[src/rtl/aqp_esp_uart_tx_pkg.sv]
// Shared definitions for the ESP UART transmitter.
//   tx_state_e     : transmitter FSM states
//   FLAG_CHAR_DEF  : default frame delimiter byte
//   ESC_CHAR_DEF   : default escape byte
//   ESC_XOR        : value XORed into an escaped byte
//   needs_escape() : true when a data byte collides with a control byte
package aqp_esp_uart_tx_pkg;

  typedef enum logic [2:0] {
    ST_IDLE,
    ST_FETCH,
    ST_LATCH,
    ST_START,
    ST_DATA,
    ST_STOP,
    ST_WAITCTS
  } tx_state_e;

  localparam logic [7:0] FLAG_CHAR_DEF = 8'h7E;
  localparam logic [7:0] ESC_CHAR_DEF  = 8'h7D;
  localparam logic [7:0] ESC_XOR       = 8'h20;

  function automatic logic needs_escape(input logic [7:0] b,
                                        input logic [7:0] flag_char,
                                        input logic [7:0] esc_char);
    return (b == flag_char) || (b == esc_char);
  endfunction

endpackage

[src/rtl/aqp_esp_uart_tx_sync2.sv]
// Two-flop synchronizer for a single asynchronous level.
//   clk   : destination clock
//   reset : asynchronous, active-high; both flops load RST_VAL
//   d     : asynchronous input
//   q     : synchronized output, two clk edges behind d
module aqp_sync2 #(
  parameter logic RST_VAL = 1'b0
) (
  input  logic clk,
  input  logic reset,
  input  logic d,
  output logic q
);

  logic meta;

  // NOTE: sequential state is written with non-blocking assignments so every
  // flop samples the pre-edge value of its neighbours.
  always_ff @(posedge clk or posedge reset) begin
    if (reset) begin
      meta <= RST_VAL;
      q    <= RST_VAL;
    end else begin
      meta <= d;
      q    <= meta;
    end
  end

endmodule

[src/rtl/aqp_esp_uart_tx.sv]
// 8N1 UART transmitter fed by the ESP UART TX FIFO, with byte stuffing.
//   clk, reset   : system clock; asynchronous active-high reset
//   fifo_rddata  : 9-bit FIFO word, valid the cycle after fifo_rd_en;
//                  bit 8 set = raw framing byte, never stuffed
//   fifo_empty   : FIFO empty flag
//   fifo_rd_en   : single-cycle pop strobe, only issued from IDLE
//   uart_cts_n   : ESP clear-to-send, active-low, asynchronous
//   uart_txd     : serial output, LSB first, idle high
//   busy         : high whenever the FSM is not in IDLE
module aqp_esp_uart_tx
  import aqp_esp_uart_tx_pkg::*;
#(
  parameter int unsigned BAUD_DIV  = 16,
  parameter logic [7:0]  ESC_CHAR  = ESC_CHAR_DEF,
  parameter logic [7:0]  FLAG_CHAR = FLAG_CHAR_DEF
) (
  input  logic       clk,
  input  logic       reset,
  input  logic [8:0] fifo_rddata,
  input  logic       fifo_empty,
  output logic       fifo_rd_en,
  input  logic       uart_cts_n,
  output logic       uart_txd,
  output logic       busy
);

  localparam int unsigned     CNT_W     = $clog2(BAUD_DIV);
  localparam logic [CNT_W-1:0] BAUD_LAST = CNT_W'(BAUD_DIV - 1);

  tx_state_e        state_q, state_d;
  logic             cts_sync;
  logic             cts_ok;
  logic [CNT_W-1:0] baud_cnt;
  logic             baud_done;
  logic             in_frame;
  logic [2:0]       bit_idx;
  logic [7:0]       shift_byte;
  logic [7:0]       pending_byte;
  logic             pending;

  // CTS resets to "not clear" so nothing is popped until the ESP is seen ready.
  aqp_sync2 #(.RST_VAL(1'b1)) u_cts_sync (
    .clk   (clk),
    .reset (reset),
    .d     (uart_cts_n),
    .q     (cts_sync)
  );

  assign cts_ok    = !cts_sync;
  assign baud_done = (baud_cnt == '0);
  assign in_frame  = (state_q inside {ST_START, ST_DATA, ST_STOP});
  assign busy      = (state_q != ST_IDLE);

  always_ff @(posedge clk or posedge reset) begin
    if (reset) state_q <= ST_IDLE;
    else       state_q <= state_d;
  end

  // NOTE: every output of this block gets a default first; a path that
  // leaves one unassigned would infer a latch.
  always_comb begin
    state_d    = state_q;
    fifo_rd_en = 1'b0;
    uart_txd   = 1'b1;
    case (state_q)
      ST_IDLE: begin
        // CTS is only consulted here and in WAITCTS: a started byte always finishes.
        if (!fifo_empty && cts_ok) begin
          fifo_rd_en = 1'b1;
          state_d    = ST_FETCH;
        end
      end
      ST_FETCH: state_d = ST_LATCH;
      ST_LATCH: state_d = ST_START;
      ST_START: begin
        uart_txd = 1'b0;
        if (baud_done) state_d = ST_DATA;
      end
      ST_DATA: begin
        uart_txd = shift_byte[bit_idx];
        if (baud_done && (bit_idx == 3'd7)) state_d = ST_STOP;
      end
      ST_STOP: begin
        if (baud_done) state_d = pending ? ST_WAITCTS : ST_IDLE;
      end
      ST_WAITCTS: begin
        if (cts_ok) state_d = ST_START;
      end
      default: state_d = ST_IDLE;
    endcase
  end

  // Baud timer, bit index and byte registers. The counter sits at BAUD_LAST
  // outside a frame so every bit, including the start bit, lasts BAUD_DIV cycles.
  always_ff @(posedge clk or posedge reset) begin
    if (reset) begin
      baud_cnt     <= BAUD_LAST;
      bit_idx      <= 3'd0;
      shift_byte   <= 8'h00;
      pending_byte <= 8'h00;
      pending      <= 1'b0;
    end else begin
      if (in_frame && !baud_done) baud_cnt <= baud_cnt - CNT_W'(1);
      else                        baud_cnt <= BAUD_LAST;

      // Wraps 7 -> 0 on the last data bit, ready for the next byte.
      if ((state_q == ST_DATA) && baud_done) bit_idx <= bit_idx + 3'd1;

      if (state_q == ST_LATCH) begin
        if (!fifo_rddata[8] && needs_escape(fifo_rddata[7:0], FLAG_CHAR, ESC_CHAR)) begin
          shift_byte   <= ESC_CHAR;
          pending_byte <= fifo_rddata[7:0] ^ ESC_XOR;
          pending      <= 1'b1;
        end else begin
          shift_byte <= fifo_rddata[7:0];
          pending    <= 1'b0;
        end
      end

      if ((state_q == ST_WAITCTS) && cts_ok) begin
        shift_byte <= pending_byte;
        pending    <= 1'b0;
      end
    end
  end

endmodule

[config.mk]
export PLATFORM = sky130hd
export DESIGN_NAME = aqp_esp_uart_tx
export DESIGN_NICKNAME = d
export VERILOG_FILES = /design/src/rtl/aqp_esp_uart_tx_pkg.sv /design/src/rtl/aqp_esp_uart_tx_sync2.sv /design/src/rtl/aqp_esp_uart_tx.sv
export SDC_FILE = /design/constraint.sdc
export NUM_CORES = 1
export LEC_CHECK = 0
export BUFFER_PORTS_ARGS = -buffer_cell sky130_fd_sc_hd__buf_2
export CAP_MARGIN = 20
export CORE_MARGIN = 8
export CORE_UTILIZATION = 55
export DETAILED_ROUTE_END_ITERATION = 10
export PLACE_DENSITY = 0.75
export REMOVE_ABC_BUFFERS = 1
export SLEW_MARGIN = 30
export SYNTH_ARGS = -nofsm -noshare
export SYNTH_HDL_FRONTEND = slang
export SYNTH_SLANG_ARGS = --single-unit
[constraint.sdc]
create_clock -name clk -period 5.6 [get_ports clk]
set_clock_uncertainty 0.15 [all_clocks]
set_input_delay 0.56 -clock clk [delete_from_list [all_inputs] [get_ports clk]]
set_output_delay 0.56 -clock clk [all_outputs]
set_load 0.02 [all_outputs]
Word-level counts from Yosys, hierarchy flattened:

Index checks and enable logic that the tools add are counted.

* register bits: 29
* output and inout bits: 3
* word-level logic and storage cells: 63
* input port bits: 13

* magnitude comparators: 1
* eq/ne operators: 14
* reductions and logical operators: 18
* bitwise operators: 1
* multiplexer cells: 19
* $add $sub $neg: 2

Operator list (count)
* two-way mux 8 bit: 3
* one-hot mux 3 bit (7 select lines): 1
* two-way mux 3 bit: 6
* == test 8 x 7 -> 1 bit, second input constant: 2
* == test 3 bit, second input constant: 4
* inequality test 2 bit, second input constant: 5
* == test 3 x 2 -> 1 bit, second input constant: 2
* logical AND 1 bit: 6
* two-way mux 1 bit: 6
* nonzero test 3 bit: 2
* AND reduction 5 bit: 1
* logical NOT 1 bit: 4
* logical NOT 4 bit: 1
* < comparator 3 x 4 -> 1 bit, second input constant: 1
* two-way mux 4 bit: 1
* subtractor 4 x 1 -> 4 bit, second input constant: 1
* adder 3 x 1 -> 3 bit, second input constant: 1
* binary-select mux 1 bit (select 3 bit): 1
* == test 3 x 1 -> 1 bit, second input constant: 1
* logical NOT 3 bit: 1
* one-hot mux 1 bit (2 select lines): 1
* AND reduction 2 bit: 1
* nonzero test 2 bit: 1
* logical OR 1 bit: 1
* inverter 1 bit: 1

Logic depth before layout (Yosys ltp):

Gate-level depths: netlist of run 1.

* word-level depth: 6
* mapped depth: 6
* depth with buffers taken out: 6

Cells and area by module:

Synthesis of run 1 repeated with hierarchy kept, for this count alone.

* cell total of the unflattened synthesis: 136
* area total of the unflattened synthesis: 1520.2 um2

Modules (own cells, without submodules)
* aqp_esp_uart_tx: cells an instance 133, instances 1, area an instance 1463.9 um2, seq. area each 680.7 um2
* aqp_sync2: cells an instance 3, instances 1, area an instance 56.3 um2, seq. area each 52.6 um2

Worst setup path after synthesis of run 1:

Ideal clock, no wire load.

* kind: flip-flop to output port
* start point: register state_q[2]
* end point: output port fifo_rd_en
* data required time: 4.890 ns
* arrival: 1.528 ns
* stages on the path, launching flop included: 4
* slack: 3.362 ns
* path buffers: 1
* cells stage by stage: dfrtp_1 -> buf_4 -> or3_1 -> nor3_1

* cells in the longest elaborated chain, start to end: 2

RTL lines
* from (decl): line aqp_esp_uart_tx.sv:30 `tx_state_e state_q, state_d;`
* from (signal assigned): line aqp_esp_uart_tx.sv:56 `else state_q <= state_d;`
* logical NOT 3 bit: line aqp_esp_uart_tx.sv:65 `case (state_q)`
* two-way mux 1 bit: line aqp_esp_uart_tx.sv:65
* to (decl): line aqp_esp_uart_tx.sv:21 `output logic fifo_rd_en,`

Every way passes these cells.

Final worst setup path of run 1:

* start point: register bit_idx[0]
* end point: output port uart_txd

* cells in the longest elaborated chain, start to end: 3

RTL lines
* from (decl): line aqp_esp_uart_tx.sv:36 `logic [2:0] bit_idx;`
* from (signal assigned): line aqp_esp_uart_tx.sv:107 `if ((state_q == ST_DATA) && baud_done) bit_idx <= bit_idx + 3'd1;`
* binary-select mux 1 bit (select 3 bit): line aqp_esp_uart_tx.sv:80 `uart_txd = shift_byte[bit_idx];`
* two-way mux 1 bit (implied by the code): line aqp_esp_uart_tx.sv:80
* one-hot mux 1 bit (2 select lines): line aqp_esp_uart_tx.sv:65
* to (decl): line aqp_esp_uart_tx.sv:23 `output logic uart_txd,`

Every way passes these cells. The select of a mux whose other input is x is not followed.

==> results, run 1 <==
- The analysis attributes to cell leakage a power of 0.703 nW.
- The total routing resource utilization after global routing is 14.1%.
- The remaining global-route overflow is 0.
- The fraction of synthesis flops using an asynchronous set or reset pin is 100%.
- The number of diodes added for antenna fixing is 0.
- The post-layout net count is 170.
- The via count of the first global-routing pass is roughly 1100.
- Setup violations remaining at the end of the flow were counted as 0.
- The worst setup slack after layout is roughly 3.1 ns.
- The congestion estimate from routability-driven global placement came to approximately 0.82.
- The biggest fanout along the worst timing path is 6.
- The final layout contains routed wiring with a total length of 2.75 mm.
- The delay contributed by the slowest stage of the critical path is a little under 0.5 ns.
- The post-route antenna net violation count is 0.
- The largest individual stage delay along the critical path comes from the cell dfrtp_1.
- For this block, the via count after detailed routing is 1047.
- The H-tree depth reported by CTS is 2.
- After layout, the minimum clock period comes to 2.51 ns.
- During I/O placement, the number of pins put on the boundary was 16.
- The cell at the root of the clock tree is clkbuf_4.
- The floorplan step defined a core boundary enclosing 0.00250 mm2.
- The final count of hold timing violations was 0.
- The initial utilization of the core area, before any placement, comes to between 50% and 60%.
- Global routing used 3.81% of the available met3 tracks.
- Timing analysis after detailed placement gives a worst setup slack of about 3.4 ns.
- The synthesized design contains 0 enable-type register cells.
- VDD sags by at most 0.175 mV.
- The number of remaining DRC errors is 0.
- The maximum number of pins on one net before global-route repair is 30.
- The floorplan step set the die width to slightly below 70 um.
- Based on the critical path, the design can be clocked at up to 0.399 GHz.
- Global routing consumed, on the met1 layer, around 18% of the routing resources.
- The number of antenna violations at the first check in global routing is 0.
- The total clock sinks is 29.
- Overall power consumption after layout is estimated at ~0.35 mW.
- The netlist uses 40 different library cells.
- The number of setup buffers added after CTS is 0.
- The first detailed-routing pass took 4 iterations.
- The worst-skew pair later-pin latency is 0.32 ns.
- For this run, the share of the core covered by cells in the final layout is 64.1%.
- Setup total negative slack on the finished layout was measured at 0 ns.
- In the final routed layout, each cell accounts on average for 14.9 um.
- The endpoint type of the worst setup path is a primary output.
- The first routing iteration left 34 violations.
- The number of CTS-inserted buffers is 5.
- The gate count after technology mapping is 138.
- The die covers around 0.0046 mm2.
- Of the post-synthesis cell area, the dominant cell type holds 39.2%.
- The initialized floorplan defines 18 standard-cell rows.
- The total number of yosys warnings is 0.
- The quantity of hold-fixing buffers added after cts is 0.
- The critical path goes through mux2i_1 -> mux4_2 -> nand3_1 -> and2_1 -> buf_2.
- The ratio of cells with drive above 1 in the final layout is 22.6%.
- met2 is the most crowded layer.
- The netlist area before placement is 0.00147 mm2.
- The count of final max-slew check failures came to 0.
- The flow ran to the end, and the final reports show no timing, DRC or antenna violations.
- For the pin with the worst max-slew slack, the measured transition is 0.698 ns.
- Across the run, the number of max-cap violations was 0.
- Of the available clock period, the critical path in the final layout requires between 40% and 50%.
- After clock tree synthesis, the clock-pin slew on the worst setup and hold paths is 0.08 ns.
- Input and output buffers added on the ports amount to 15.
- Using the TritonRoute via totals, the vias-per-cell ratio works out to between 5 and 6.
- Setup repair after global routing left no endpoint under its margin.
- The cell type with the largest total area after synthesis is dfrtp_1.
- Of the synthesized area, sequential elements account for around 50%.
- A synthesized cell averages about 11 um2.
- The relative slew slack is 53.4%.
- The clock passes through at most 2 buffers.
- Post-CTS repair changed the size of 0 cells.
- Counting tap cells, the placed design contains a total of 177 instances.
- Data arrives at the worst endpoint at 1.80 ns.
- After synthesis the netlist holds a flip-flop and latch count of 29.
- The worst hold path class is input port to asynchronous set/reset pin.
- The most common cell in the synthesized netlist is dfrtp_1.
- In this run the power density over the cells is 221 mW/mm2.
- The post-route non-filler standard cell count is 185.
- TritonCTS built the clock tree.
- By area the synthesized netlist is led by dfrtp_1 39%, dfstp_2 11%, a21oi_1 3.4%.
- The classification of the worst setup path is register to primary output.
- The synthesis-to-layout area growth is 9.03%.
- The die is 67.7 um tall.
- The most used flip-flop cell after synthesis is dfrtp_1.
- In the global route stage, met2 resource usage came out at a little over a fifth.
- The first global-routing pass estimated 4.81 mm of wire.
- For the worst setup path, the data required time is 4.89 ns.
- The sum of net half-perimeters after detailed placement is 2.03 mm.
- By count the netlist is led by 23 x dfrtp_1, 10 x a21oi_1, 9 x nand2_1, 8 x nand3_1, 8 x o22ai_1.
- The nature of the critical path startpoint is a register.
[area by class of cell]
cell class | count | area [um2]
multi-input cells | 95 | 667
inverters | 8 | 30.0
well taps | 30 | 37.5
clock buffers | 8 | 58.8
repair buffers | 15 | 75.1
flip-flops and latches | 29 | 733
fillers | 208 | 898
[routing by layer]
metal  vias up  routed length [um]
met1       492                1320
met3         8                 113
met4         0                  65
met5         -                   0
li1        526                   -
met2        21                1250
[placed cells by master, fill, tap and decap left out, types with 2 or more instances in the layout]
master    count
mux2_1        3
nand2_1       9
a31oi_1       2
nand3_1       8
nor2b_1       4
nor3_1        3
dfstp_2       6
nor2_1        4
clkbuf_4      5
buf_2        15
or3_1         2
dfrtp_1      23
a21oi_2       2
ha_1          3
xnor2_1       3
nand2b_1      7
a21oi_1      10
o21ai_0       2
inv_1         6
o22ai_1       8
and2_1        4
mux2i_1       4
o21ai_1       3
clkbuf_1      2
[state kept, by name, summed over array words and instances (netlist names)]
signal and count:
pending 1, u_cts_sync.meta 1, shift_byte 8, baud_cnt 4
state_q 3, pending_byte 8, u_cts_sync.q 1, bit_idx 3
[worst max-delay path, delay by kind of cell, from the launching register on]
family	cells	cell delay [ns]
muxes	2	0.62
and+or+nand+nor	2	0.22
DFF	1	0.49
buffers and inverters	1	0.16
[per-stage QoR]
stage          area [um2]  hold WS, ns
3_5_place_dp         1540        0.200
2_1_floorplan        1430        0.195
5_1_grt              1600        0.162
6_report             1600        0.154
3_3_place_gp         1540        0.196
4_1_cts              1600        0.158
[worst paths after layout]
path / slack (ns) / cells past startpoint / startpoint / endpoint
min reg2reg: 0.21 / 0 / u_cts_sync.meta$_DFF_PP1_ / u_cts_sync.q$_DFF_PP1_
min: 0.15 / 2 / reset / shift_byte[6]$_DFFE_PP0P_
max: 3.09 / 5 / bit_idx[0]$_DFFE_PP0P_ / uart_txd
max reg2reg: 3.63 / 4 / state_q[2]$_DFFE_PP0P_ / state_q[0]$_DFFE_PP0P_
max in group asynchronous: 4.75 / 2 / reset / bit_idx[0]$_DFFE_PP0P_
min in group clk: 0.18 / 1 / uart_cts_n / u_cts_sync.meta$_DFF_PP1_
[cells by family after synthesis]
group / count (synthesis) / share of synthesized area [%]
compound gates: 32 / 14.7
xor+xnor: 4 / 2.39
fa+ha+maj: 3 / 2.56
buf+inv: 14 / 4.68
flops: 29 / 49.9
mux: 8 / 6.56
simple gates: 48 / 19.2
[report_power, final]
part | internal, mW | switching (mW) | total [mW]
Clock | 0.0618 | 0.0671 | 0.129
Combinational | 0.00514 | 0.00927 | 0.0144
Sequential | 0.211 | 0.000590 | 0.211
Note: power is estimated with default switching activity, not from simulation.
==> run 2: changes to the inputs <==
--- a/config.mk
+++ b/config.mk
@@ -8,9 +8,9 @@
 export BUFFER_PORTS_ARGS = -buffer_cell sky130_fd_sc_hd__buf_2
 export CAP_MARGIN = 20
 export CORE_MARGIN = 8
-export CORE_UTILIZATION = 55
+export CORE_UTILIZATION = 51
 export DETAILED_ROUTE_END_ITERATION = 10
-export PLACE_DENSITY = 0.75
+export PLACE_DENSITY = 0.74
 export REMOVE_ABC_BUFFERS = 1
 export SLEW_MARGIN = 30
 export SYNTH_ARGS = -nofsm -noshare
==> constraint.sdc (replaced) <==
create_clock -name clk -period 2.2 [get_ports clk]
set_clock_uncertainty 0.15 [all_clocks]
set_input_delay 0.22 -clock clk [delete_from_list [all_inputs] [get_ports clk]]
set_output_delay 0.22 -clock clk [all_outputs]
set_load 0.02 [all_outputs]
==> results, run 2 (synthesis gave the netlist of run 1 again) <==
- Setup repair after global routing left no endpoint under its margin.
- Clock tree synthesis inserted a total of 5 buffers.
- The total routing resource utilization after global routing is between 10 and 15%.
- The total clock sinks is 29.
- Total power for the finished layout comes to just under 0.9 mW.
- The post-layout net count is between 150 and 200.
- The via count of the first global-routing pass came to about 1100.
- The number of remaining DRC errors is 0.
- TritonCTS built the clock tree.
- The clock transition at the register clock pins on the worst setup and hold paths after CTS is 0.09 ns.
- The worst ir drop on vdd is ~0.41 mV.
- The worst path uses 96.4% of the clock period.
- Summed over all nets, the half-perimeter wirelength after detailed placement is 2.10 mm.
- Compared with the post-synthesis result, the final layout area differs by 14.7%.
- The number of placement rows is 19.
- The worst setup slack after layout is 0.0784 ns.
- The number of buffers on the longest clock path is 2.
- The first routing iteration left 31 violations.
- The leakage power is 0.747 nW.
- In this run the tool buffered the top-level ports with 15 buffer cells.
- The maximum number of pins on one net before global-route repair is 30.
- The number of diodes added for antenna fixing is 0.
- The initial utilization of the core area, before any placement, comes to 53.3%.
- The die extent in x is about 70 um.
- The first-pass iteration count of the detailed router is 4.
- Along the worst path, the maximum fanout reaches 6.
- The max-capacitance violation count is 0.
- The minimum clock period after layout is roughly 2.1 ns.
- The total overflow left after global routing is 0.
- The nature of the critical path startpoint is a register.
- The tightest min-delay check is of the input port to register type.
- The maximum clock frequency is 0.471 GHz.
- The setup slack on the worst flop-to-flop path is approximately 0.35 ns.
- The average wire per cell in the routed design is between 10 and 15 um.
- Measured against its own limit, the worst slew margin works out to between 60% and 70%.
- The count of cells in the finished layout, fillers not included, comes to about 200.
- The run finished with clean final reports.
- The arrival time at the worst endpoint is 1.75 ns.
- The largest registers in the layout are pending_byte (8), shift_byte (8), baud_cnt (4).
- Setup violations remaining at the end of the flow were counted as 0.
- The root buffer cell chosen for the clock tree is clkbuf_4.
- Leaving out fill and tap cells, the most frequent cell in the layout is dfrtp_1.
- The total area inside the core boundary comes to 0.00276 mm2.
- The H-tree depth reported by CTS is 2.
- At the placement stage, the worst setup path has a slack of around 0.33 ns.
- The slew at the pin closest to its max-slew limit is around 0.5 ns.
- Adding up every negative setup slack in the final design gives 0 ns.
- The final count of hold timing violations is 0.
- The number of ports placed on the die boundary is 16.
- The worst-skew pair later-pin latency is 0.32 ns.
- The vias after detailed routing is 1071.
- The number of antenna violations at the first check in global routing came to 0.
- Wires add up to between 2 and 3 mm.
- The number of placed instances, taps included, is 182.
- The wire length of the first global-routing pass is 4.96 mm.
- The classification of the worst setup path is register to primary output.
- The worst path required time is 1.83 ns.
- The area enclosed by the die boundary is 0.00485 mm2.
- STA classifies the critical path endpoint as a primary output.
- The count of final max-slew check failures was 0.
- The hold slack is roughly 0.028 ns.
- In the layout the commonest cells are 21 x dfrtp_1, 14 x buf_2, 10 x a21oi_1.
- In this run the vertical extent of the chip is 69.7 um.
- The weighted congestion at the end of routability-driven global placement is 0.798.
- The post-route antenna net violation count is 0.
- In the routed layout, each cell is associated on average with a via count of 5.49.
- The power per cell area is 519 mW/mm2.
- The ratio of cells with drive above 1 in the final layout is between 20% and 30%.
[run 2: changes by cell type in the layout (fill, tap and decap cells not counted), sizes merged]
| cell | previous run | this run |
|---|---|---|
| buf | 15 | 22 |
| dlygate4sd3 | 0 | 3 |
| clkbuf | 8 | 6 |
| clkinv | 1 | 2 |
[run 2: final timing paths]
kind | from | endpoint | cells past startpoint
max | bit_idx[0]$_DFFE_PP0P_ | uart_txd | 5
min | fifo_rddata[5] | shift_byte[5]$_DFFE_PP0P_ | 3
max reg2reg | bit_idx[0]$_DFFE_PP0P_ | state_q[0]$_DFFE_PP0P_ | 6
min reg2reg | u_cts_sync.meta$_DFF_PP1_ | u_cts_sync.q$_DFF_PP1_ | 0
max in group asynchronous | reset | baud_cnt[3]$_DFF_PP1_ | 4
min in group asynchronous | reset | shift_byte[3]$_DFFE_PP0P_ | 4
[run 2: final cells by class]
| cell class | instances | area (um2) |
|---|---|---|
| clock inverters | 1 | 5.00 |
| multi-input cells | 95 | 669 |
| clock buffers | 6 | 41.3 |
| well taps | 31 | 38.8 |
| inverters | 8 | 30.0 |
| repair buffers | 25 | 164 |
| flip-flops and latches | 29 | 736 |
| fillers | 243 | 1070 |
[run 2: metal layers]
layer,vias up,track usage (%),share of wire [%],wire (um)
met3,4,5.15,3.0,87
met4,0,5.36,0.90,26
met2,12,19.9,50,1440
li1,543,-,-,-
met1,512,14.3,46,1340
met5,-,0,0,0
[run 2: stage by stage]
stage	cell area, um2	utilization, %
after global routing	1680	61.1
final	1680	61.1
after global placement	1570	57.1
after CTS	1650	59.9
after floorplan	1430	-
after detailed placement	1570	57.1
[run 2: worst max-delay path, stage by stage (launching register included)]
cell and delay (ns):
dfrtp_2 0.48, mux2i_1 0.14, mux4_2 0.47, nand3_1 0.09
and2_4 0.14, buf_6 0.11
[run 2: report_power, final]
group	internal, mW	switching (mW)	leakage (nW)	total, mW
sequential	0.536	0.00142	0.340	0.538
combinational	0.0177	0.0244	0.378	0.0421
clock	0.117	0.176	0.0281	0.293
total	0.671	0.202	0.747	0.873
[run 2: repair_timing]
action	4_1_cts	5_1_grt
hold buffers	3	0
gates resized for setup	1	4
endpoints found under the setup margin	1	2
hold endpoints to repair	25	0
buffers inserted	0	3
